==> src/rtl/spi_frame_master.sv <==
// SPI frame master: each command becomes one {rw, addr, data} frame, MSB first, on one chip select.
// Optional macro SPI_FRAME_MASTER_LOOPBACK_EN samples the internal MOSI register instead of the MISO pin.
module spi_frame_master #(
  parameter int CPOL   = 0,
  parameter int CPHA   = 0,
  parameter int SLAVES = 1,
  parameter int ADDR_W = 8,
  parameter int DATA_W = 8,
  parameter int DIV    = 4,
  localparam int SW    = (SLAVES > 1) ? $clog2(SLAVES) : 1
) (
  input  logic              PCLK,
  input  logic              PRESET,
  input  logic              cmd_valid,
  output logic              cmd_ready,
  input  logic              cmd_write,
  input  logic [SW-1:0]     cmd_slave,
  input  logic [ADDR_W-1:0] cmd_addr,
  input  logic [DATA_W-1:0] cmd_wdata,
  input  logic              abort,
  output logic              rsp_valid,
  output logic [DATA_W-1:0] rsp_rdata,
  output logic              rsp_err,
  output logic              busy,
  output logic              SCLK,
  output logic [SLAVES-1:0] SS,
  output logic              MOSI,
  input  logic              MISO
);

  localparam int N  = 1 + ADDR_W + DATA_W;
  localparam int CW = (DIV > 1) ? $clog2(DIV) : 1;
  localparam int HW = $clog2(2 * N);
  localparam logic [CW-1:0] DIV_LOAD  = CW'(DIV - 1);
  localparam logic [HW-1:0] HALF_LAST = HW'(2 * N - 1);
  localparam logic          SCLK_IDLE = 1'(CPOL);

  typedef enum logic [2:0] {IDLE, SETUP, SHIFT, HOLD, GAP} state_t;

  state_t            state_reg, state_next;
  logic [CW-1:0]     div_reg, div_next;
  logic [HW-1:0]     half_reg, half_next;
  logic [N-1:0]      frame_reg, frame_next;
  logic [DATA_W-1:0] rx_reg, rx_next;
  logic              write_reg, write_next;
  logic              sclk_reg, sclk_next;
  logic [SLAVES-1:0] ss_reg, ss_next;
  logic              mosi_reg, mosi_next;
  logic              rsp_valid_reg, rsp_valid_next;
  logic              rsp_err_reg, rsp_err_next;
  logic [DATA_W-1:0] rsp_rdata_reg, rsp_rdata_next;

  logic [SLAVES-1:0] sel_dec;
  logic              bad_slave;
  logic              div_done;
  logic              leading;
  logic              last_half;
  logic              do_sample;
  logic              do_advance;
  logic              sample_bit;

  for (genvar gi = 0; gi < SLAVES; gi++) begin : g_sel
    assign sel_dec[gi] = (cmd_slave == SW'(gi));
  end

  assign bad_slave = ({1'b0, cmd_slave} >= (SW + 1)'(SLAVES));
  assign div_done  = (div_reg == '0);
  // Even half-periods end in a leading edge (away from the idle level).
  assign leading   = ~half_reg[0];
  assign last_half = (half_reg == HALF_LAST);

  assign do_sample  = (CPHA == 0) ? leading : ~leading;
  assign do_advance = (CPHA == 0) ? (~leading && !last_half)
                                  : (leading && (half_reg != '0));

`ifdef SPI_FRAME_MASTER_LOOPBACK_EN
  assign sample_bit = mosi_reg;
`else
  assign sample_bit = MISO;
`endif

  always_comb begin
    state_next     = state_reg;
    div_next       = div_reg;
    half_next      = half_reg;
    frame_next     = frame_reg;
    rx_next        = rx_reg;
    write_next     = write_reg;
    sclk_next      = sclk_reg;
    ss_next        = ss_reg;
    mosi_next      = mosi_reg;
    rsp_valid_next = 1'b0;
    rsp_err_next   = 1'b0;
    rsp_rdata_next = '0;

    case (state_reg)
      IDLE: begin
        if (cmd_valid) begin
          if (bad_slave) begin
            rsp_valid_next = 1'b1;
            rsp_err_next   = 1'b1;
          end else begin
            state_next = SETUP;
            div_next   = DIV_LOAD;
            half_next  = '0;
            rx_next    = '0;
            write_next = cmd_write;
            ss_next    = ~sel_dec;
            frame_next = {cmd_write, cmd_addr, cmd_write ? cmd_wdata : {DATA_W{1'b0}}};
            mosi_next  = cmd_write;
          end
        end
      end
      SETUP: begin
        if (div_done) begin
          state_next = SHIFT;
          div_next   = DIV_LOAD;
        end else begin
          div_next = div_reg - CW'(1);
        end
      end
      SHIFT: begin
        if (div_done) begin
          div_next  = DIV_LOAD;
          sclk_next = ~sclk_reg;
          half_next = half_reg + HW'(1);
          // Every sample is shifted in; the final DATA_W samples are the data field.
          if (do_sample) begin
            rx_next = DATA_W'({rx_reg, sample_bit});
          end
          if (do_advance) begin
            frame_next = {frame_reg[N-2:0], 1'b0};
            mosi_next  = frame_reg[N-2];
          end
          if (last_half) begin
            state_next = HOLD;
          end
        end else begin
          div_next = div_reg - CW'(1);
        end
      end
      HOLD: begin
        if (div_done) begin
          state_next     = GAP;
          div_next       = DIV_LOAD;
          ss_next        = '1;
          mosi_next      = 1'b0;
          rsp_valid_next = 1'b1;
`ifdef SPI_FRAME_MASTER_LOOPBACK_EN
          rsp_rdata_next = rx_reg;
`else
          rsp_rdata_next = write_reg ? '0 : rx_reg;
`endif
        end else begin
          div_next = div_reg - CW'(1);
        end
      end
      GAP: begin
        if (div_done) begin
          state_next = IDLE;
        end else begin
          div_next = div_reg - CW'(1);
        end
      end
      default: state_next = IDLE;
    endcase

    if (abort && (state_reg == SETUP || state_reg == SHIFT || state_reg == HOLD)) begin
      state_next     = GAP;
      div_next       = DIV_LOAD;
      sclk_next      = SCLK_IDLE;
      ss_next        = '1;
      mosi_next      = 1'b0;
      rsp_valid_next = 1'b1;
      rsp_err_next   = 1'b1;
      rsp_rdata_next = '0;
    end
  end

  always_ff @(posedge PCLK or posedge PRESET) begin
    if (PRESET) begin
      state_reg     <= IDLE;
      div_reg       <= '0;
      half_reg      <= '0;
      frame_reg     <= '0;
      rx_reg        <= '0;
      write_reg     <= 1'b0;
      sclk_reg      <= SCLK_IDLE;
      ss_reg        <= '1;
      mosi_reg      <= 1'b0;
      rsp_valid_reg <= 1'b0;
      rsp_err_reg   <= 1'b0;
      rsp_rdata_reg <= '0;
    end else begin
      state_reg     <= state_next;
      div_reg       <= div_next;
      half_reg      <= half_next;
      frame_reg     <= frame_next;
      rx_reg        <= rx_next;
      write_reg     <= write_next;
      sclk_reg      <= sclk_next;
      ss_reg        <= ss_next;
      mosi_reg      <= mosi_next;
      rsp_valid_reg <= rsp_valid_next;
      rsp_err_reg   <= rsp_err_next;
      rsp_rdata_reg <= rsp_rdata_next;
    end
  end

  assign cmd_ready = (state_reg == IDLE) & ~PRESET;
  assign busy      = (state_reg != IDLE);
  assign SCLK      = sclk_reg;
  assign SS        = ss_reg;
  assign MOSI      = mosi_reg;
  assign rsp_valid = rsp_valid_reg;
  assign rsp_err   = rsp_err_reg;
  assign rsp_rdata = rsp_rdata_reg;

endmodule
==> config.mk <==
export PLATFORM = sky130hd
export DESIGN_NAME = spi_frame_master
export DESIGN_NICKNAME = d
export VERILOG_FILES = /design/src/rtl/spi_frame_master.sv
export SDC_FILE = /design/constraint.sdc
export NUM_CORES = 1
export LEC_CHECK = 0
export ABC_AREA = 1
export BUFFER_PORTS_ARGS = -buffer_cell sky130_fd_sc_hd__clkbuf_2
export CAP_MARGIN = 10
export CORE_AREA = 4 4 87 69
export DETAILED_ROUTE_END_ITERATION = 12
export DIE_AREA = 0 0 91 73
export PLACE_DENSITY = 0.8
export REMOVE_ABC_BUFFERS = 1
export SYNTH_ARGS = -nofsm -noshare
export SYNTH_HDL_FRONTEND = slang
export SYNTH_SLANG_ARGS = --single-unit
export TNS_END_PERCENT = 10
==> constraint.sdc <==
create_clock -name PCLK -period 1.65 [get_ports PCLK]
set_input_delay 0.165 -clock PCLK [delete_from_list [all_inputs] [get_ports PCLK]]
set_output_delay 0.165 -clock PCLK [all_outputs]
set_load 0.1 [all_outputs]
==> flow_metrics.py <==
metrics = {
    "sta": {
        "fmax_ghz": 0.635,
        "post-route-period-util": 0.954,
        "hold_violations": 0,
        "setup_tns_ns": 0,
        "setup_ws_ns": 0.0755,
        "layout_min_cycle_time_ns": 1.57,
        "rsz0062_at_grt": "yes",
        "max_slew.worst_pin.slew_ns": 0.544,
        "finalSetupViolCount": 0,
        "report.final.slew_viol_count": 0,
        "slew_headroom": 0.639,
        "finClkSkew_ns": 0.00619,
    },
    "cells_and_area": {
        "largest_reg_flops": 16,
        "syn2layout_area_growth_pct": 18.9,
        "diodes": 0,
        "final_nets": 351,
        "fin_cells": 388,
        "mostFrequentLayoutCells": "nand2_1, dfrtp_1, clkbuf_2, inv_1, nand3_1",
        "final_common_cell": "nand2_1",
        "post-route-util": 0.574,
        "final_layout_size_suffix_gt1_frac": 0.322,
    },
    "setup_path": {
        "r2r_setup_slack_ns": 0.13,
        "path_class": "flop to output port",
        "end_kind": "output port",
        "worstPathRequired_ns": 1.48,
        "crit_path_start_kind": "flop",
        "reg2reg_to": "state_reg[2]$_DFFE_PP0P_",
        "cp_max_fo": 4,
        "r2r_cells": 9,
        "r2r-start": "state_reg[0]$_DFFE_PP0P_",
        "arrival_ns": 1.41,
    },
    "floorplanning": {
        "pin_count": 38,
        "die_h_um": 73,
        "row_count": 23,
        "start_util": 0.483,
        "core_area_um2": 5180,
        "die_w_um": 91,
        "dieArea_um2": 6640,
    },
    "detailed_routing": {
        "postRouteAntennaNets": 0,
        "drt_iter0_drc": 142,
        "routedWlPerCell_um": 13.0,
        "drc": 0,
        "drt-total-wl_um": 5050,
        "avgViaCountPerCell": 5.29,
        "first_pass_iters": 4,
        "dr_total_vias": 2053,
    },
    "logic_synthesis": {
        "synth_area_leaders": "dfrtp_1, nand2_1, o21ai_2",
        "yosys_warnings": 0,
        "synth_top_cell_area_share": 0.480,
        "yosysTopAreaCell": "dfrtp_1",
        "synth.avg_cell_area_um2": 9.03,
        "syn_inst": 277,
        "ys_ff_latch": 49,
        "ys_seq_area_frac": 0.491,
        "synth_cell_type_count": 29,
        "netlist_area_um2": 2500,
    },
    "pwr": {
        "p_sw_mw": 2.45,
        "p_comb_frac": 0.524,
        "seq_power_share": 0.332,
        "leakage_nw": 1.53,
        "clkPwrFrac": 0.143,
        "vdd_ir_drop_max_mv": 0.780,
        "p_per_area_nw_per_um2": 1740,
        "switching_share": 0.474,
        "p_int_mw": 2.72,
    },
    "hold_path": {
        "holdPathEnd": "rx_reg[0]$_DFFE_PP0P_",
        "min_path_cells": 3,
        "hold_path.class": "primary input to flop",
        "hold_path.startpoint": "MISO",
    },
    "cts": {
        "cts_buffer_depth": 2,
        "clkSinkCount": 49,
        "ctsHtreeMaxLevel": 2,
        "clk_pin_slew_ns": 0.09,
        "cts_tree": "done",
        "numCtsBuffers": 5,
        "clk_latency_ns": 0.30,
        "root_buffer": "clkbuf_8",
    },
    "job": {
        "maxCapViolations": 0,
    },
    "placement": {
        "place_congestion": 0.898,
        "hpwl_um": 3710,
        "dp_slack_ns": 0.0564,
        "place_inst": 376,
        "io_buffers": 37,
    },
    "global_route": {
        "antenna_found_initial": 0,
        "grt_pass1_wl_um": 8940,
        "track_usage": 0.165,
        "gr-total-overflow": 0,
        "grt_max_degree": 50,
        "first_global_vias": 2038,
    },
    "run_status": {
        "status": "completed",
    },
}
[synth_stat cells]
library cell	n
o21ai_1	3
nor2_2	2
nand3_2	3
nor3_1	9
ha_1	3
o21ai_0	15
o21bai_1	1
or2_2	1
a31oi_1	1
buf_8	1
dfrtp_1	48
xor2_1	1
mux2i_1	8
dfstp_2	1
o21ai_2	21
nand3_1	25
nor2_1	11
inv_1	27
a21oi_1	2
inv_2	3
buf_6	3
buf_4	3
nand2_2	1
buf_2	2
nand4_1	4
nor2_4	3
nand2_4	3
a22oi_1	7
nand2_1	65
[power groups by stage]
stage | logic (mW) | clock network [mW] | registers (mW)
after floorplan | 1.52 | 0 | 2.09
after global placement | 2.52 | 0 | 1.72
after detailed placement | 2.59 | 0 | 1.74
after CTS | 2.65 | 0.753 | 1.72
after global routing | 2.96 | 0.816 | 1.76
final | 2.71 | 0.741 | 1.72
[kinds of logic (layout without fill, tap and decap cells)]
group           Yosys count  after routing  synth area share
compound gates           50             50             0.140
xor+xnor                  1              1           0.00350
fa+ha+maj                 3              3            0.0150
buf+inv                  39             88            0.0775
flops                    49             49             0.491
mux                       8              8            0.0320
simple gates            127            127             0.241
[final cells by class]
class | instances | area (um2)
sequential | 49 | 1230
multi-input combinational | 189 | 1110
clock inverter | 2 | 13.8
timing repair buffer | 50 | 340
clock buffer | 6 | 82.6
inverter | 30 | 115
fill | 482 | 2210
tap | 62 | 77.6
[routing by layer]
metal,global-route usage,vias to the layer above,wire (um)
met3,0.0412,9,324
met2,0.264,56,2340
met5,0,-,0
li1,-,1013,-
met4,0.0502,0,69
met1,0.222,975,2310
[timing repair]
item | in CTS | in global routing
endpoints found under the hold margin | 48 | 0
buffers inserted | 2 | 1
hold buffers | 1 | 0
resized for setup | 3 | 10
endpoints found under the setup margin | 1 | 28
pin swaps | 1 | 1
[critical path, cell delays in order, from the launching register on]
cell     delay, ns
dfrtp_2       0.46
inv_4         0.09
nand2_4       0.07
nor2_4        0.12
inv_2         0.09
nor2_4        0.11
buf_12        0.18
[stage by stage]
| step | total power [mW] | hold slack (ns) | area [um2] |
|---|---|---|---|
| floorplan | 3.61 | 0.303 | 2420 |
| global placement | 4.24 | 0.225 | 2810 |
| detailed placement | 4.33 | 0.230 | 2810 |
| CTS | 5.12 | 0.0935 | 2930 |
| global route | 5.53 | 0.0965 | 2970 |
| finish | 5.17 | 0.0952 | 2970 |
[how the worst max path moves through the flow]
stage,from,depth (start not counted),to
after floorplan,state_reg[2]$_DFFE_PP0P_,5,cmd_ready
after global placement,state_reg[0]$_DFFE_PP0P_,9,state_reg[2]$_DFFE_PP0P_
after detailed placement,state_reg[0]$_DFFE_PP0P_,9,state_reg[2]$_DFFE_PP0P_
after CTS,state_reg[2]$_DFFE_PP0P_,6,cmd_ready
after global routing,state_reg[0]$_DFFE_PP0P_,9,state_reg[2]$_DFFE_PP0P_
final,state_reg[2]$_DFFE_PP0P_,6,cmd_ready
Power figures use the tool's default switching activity.
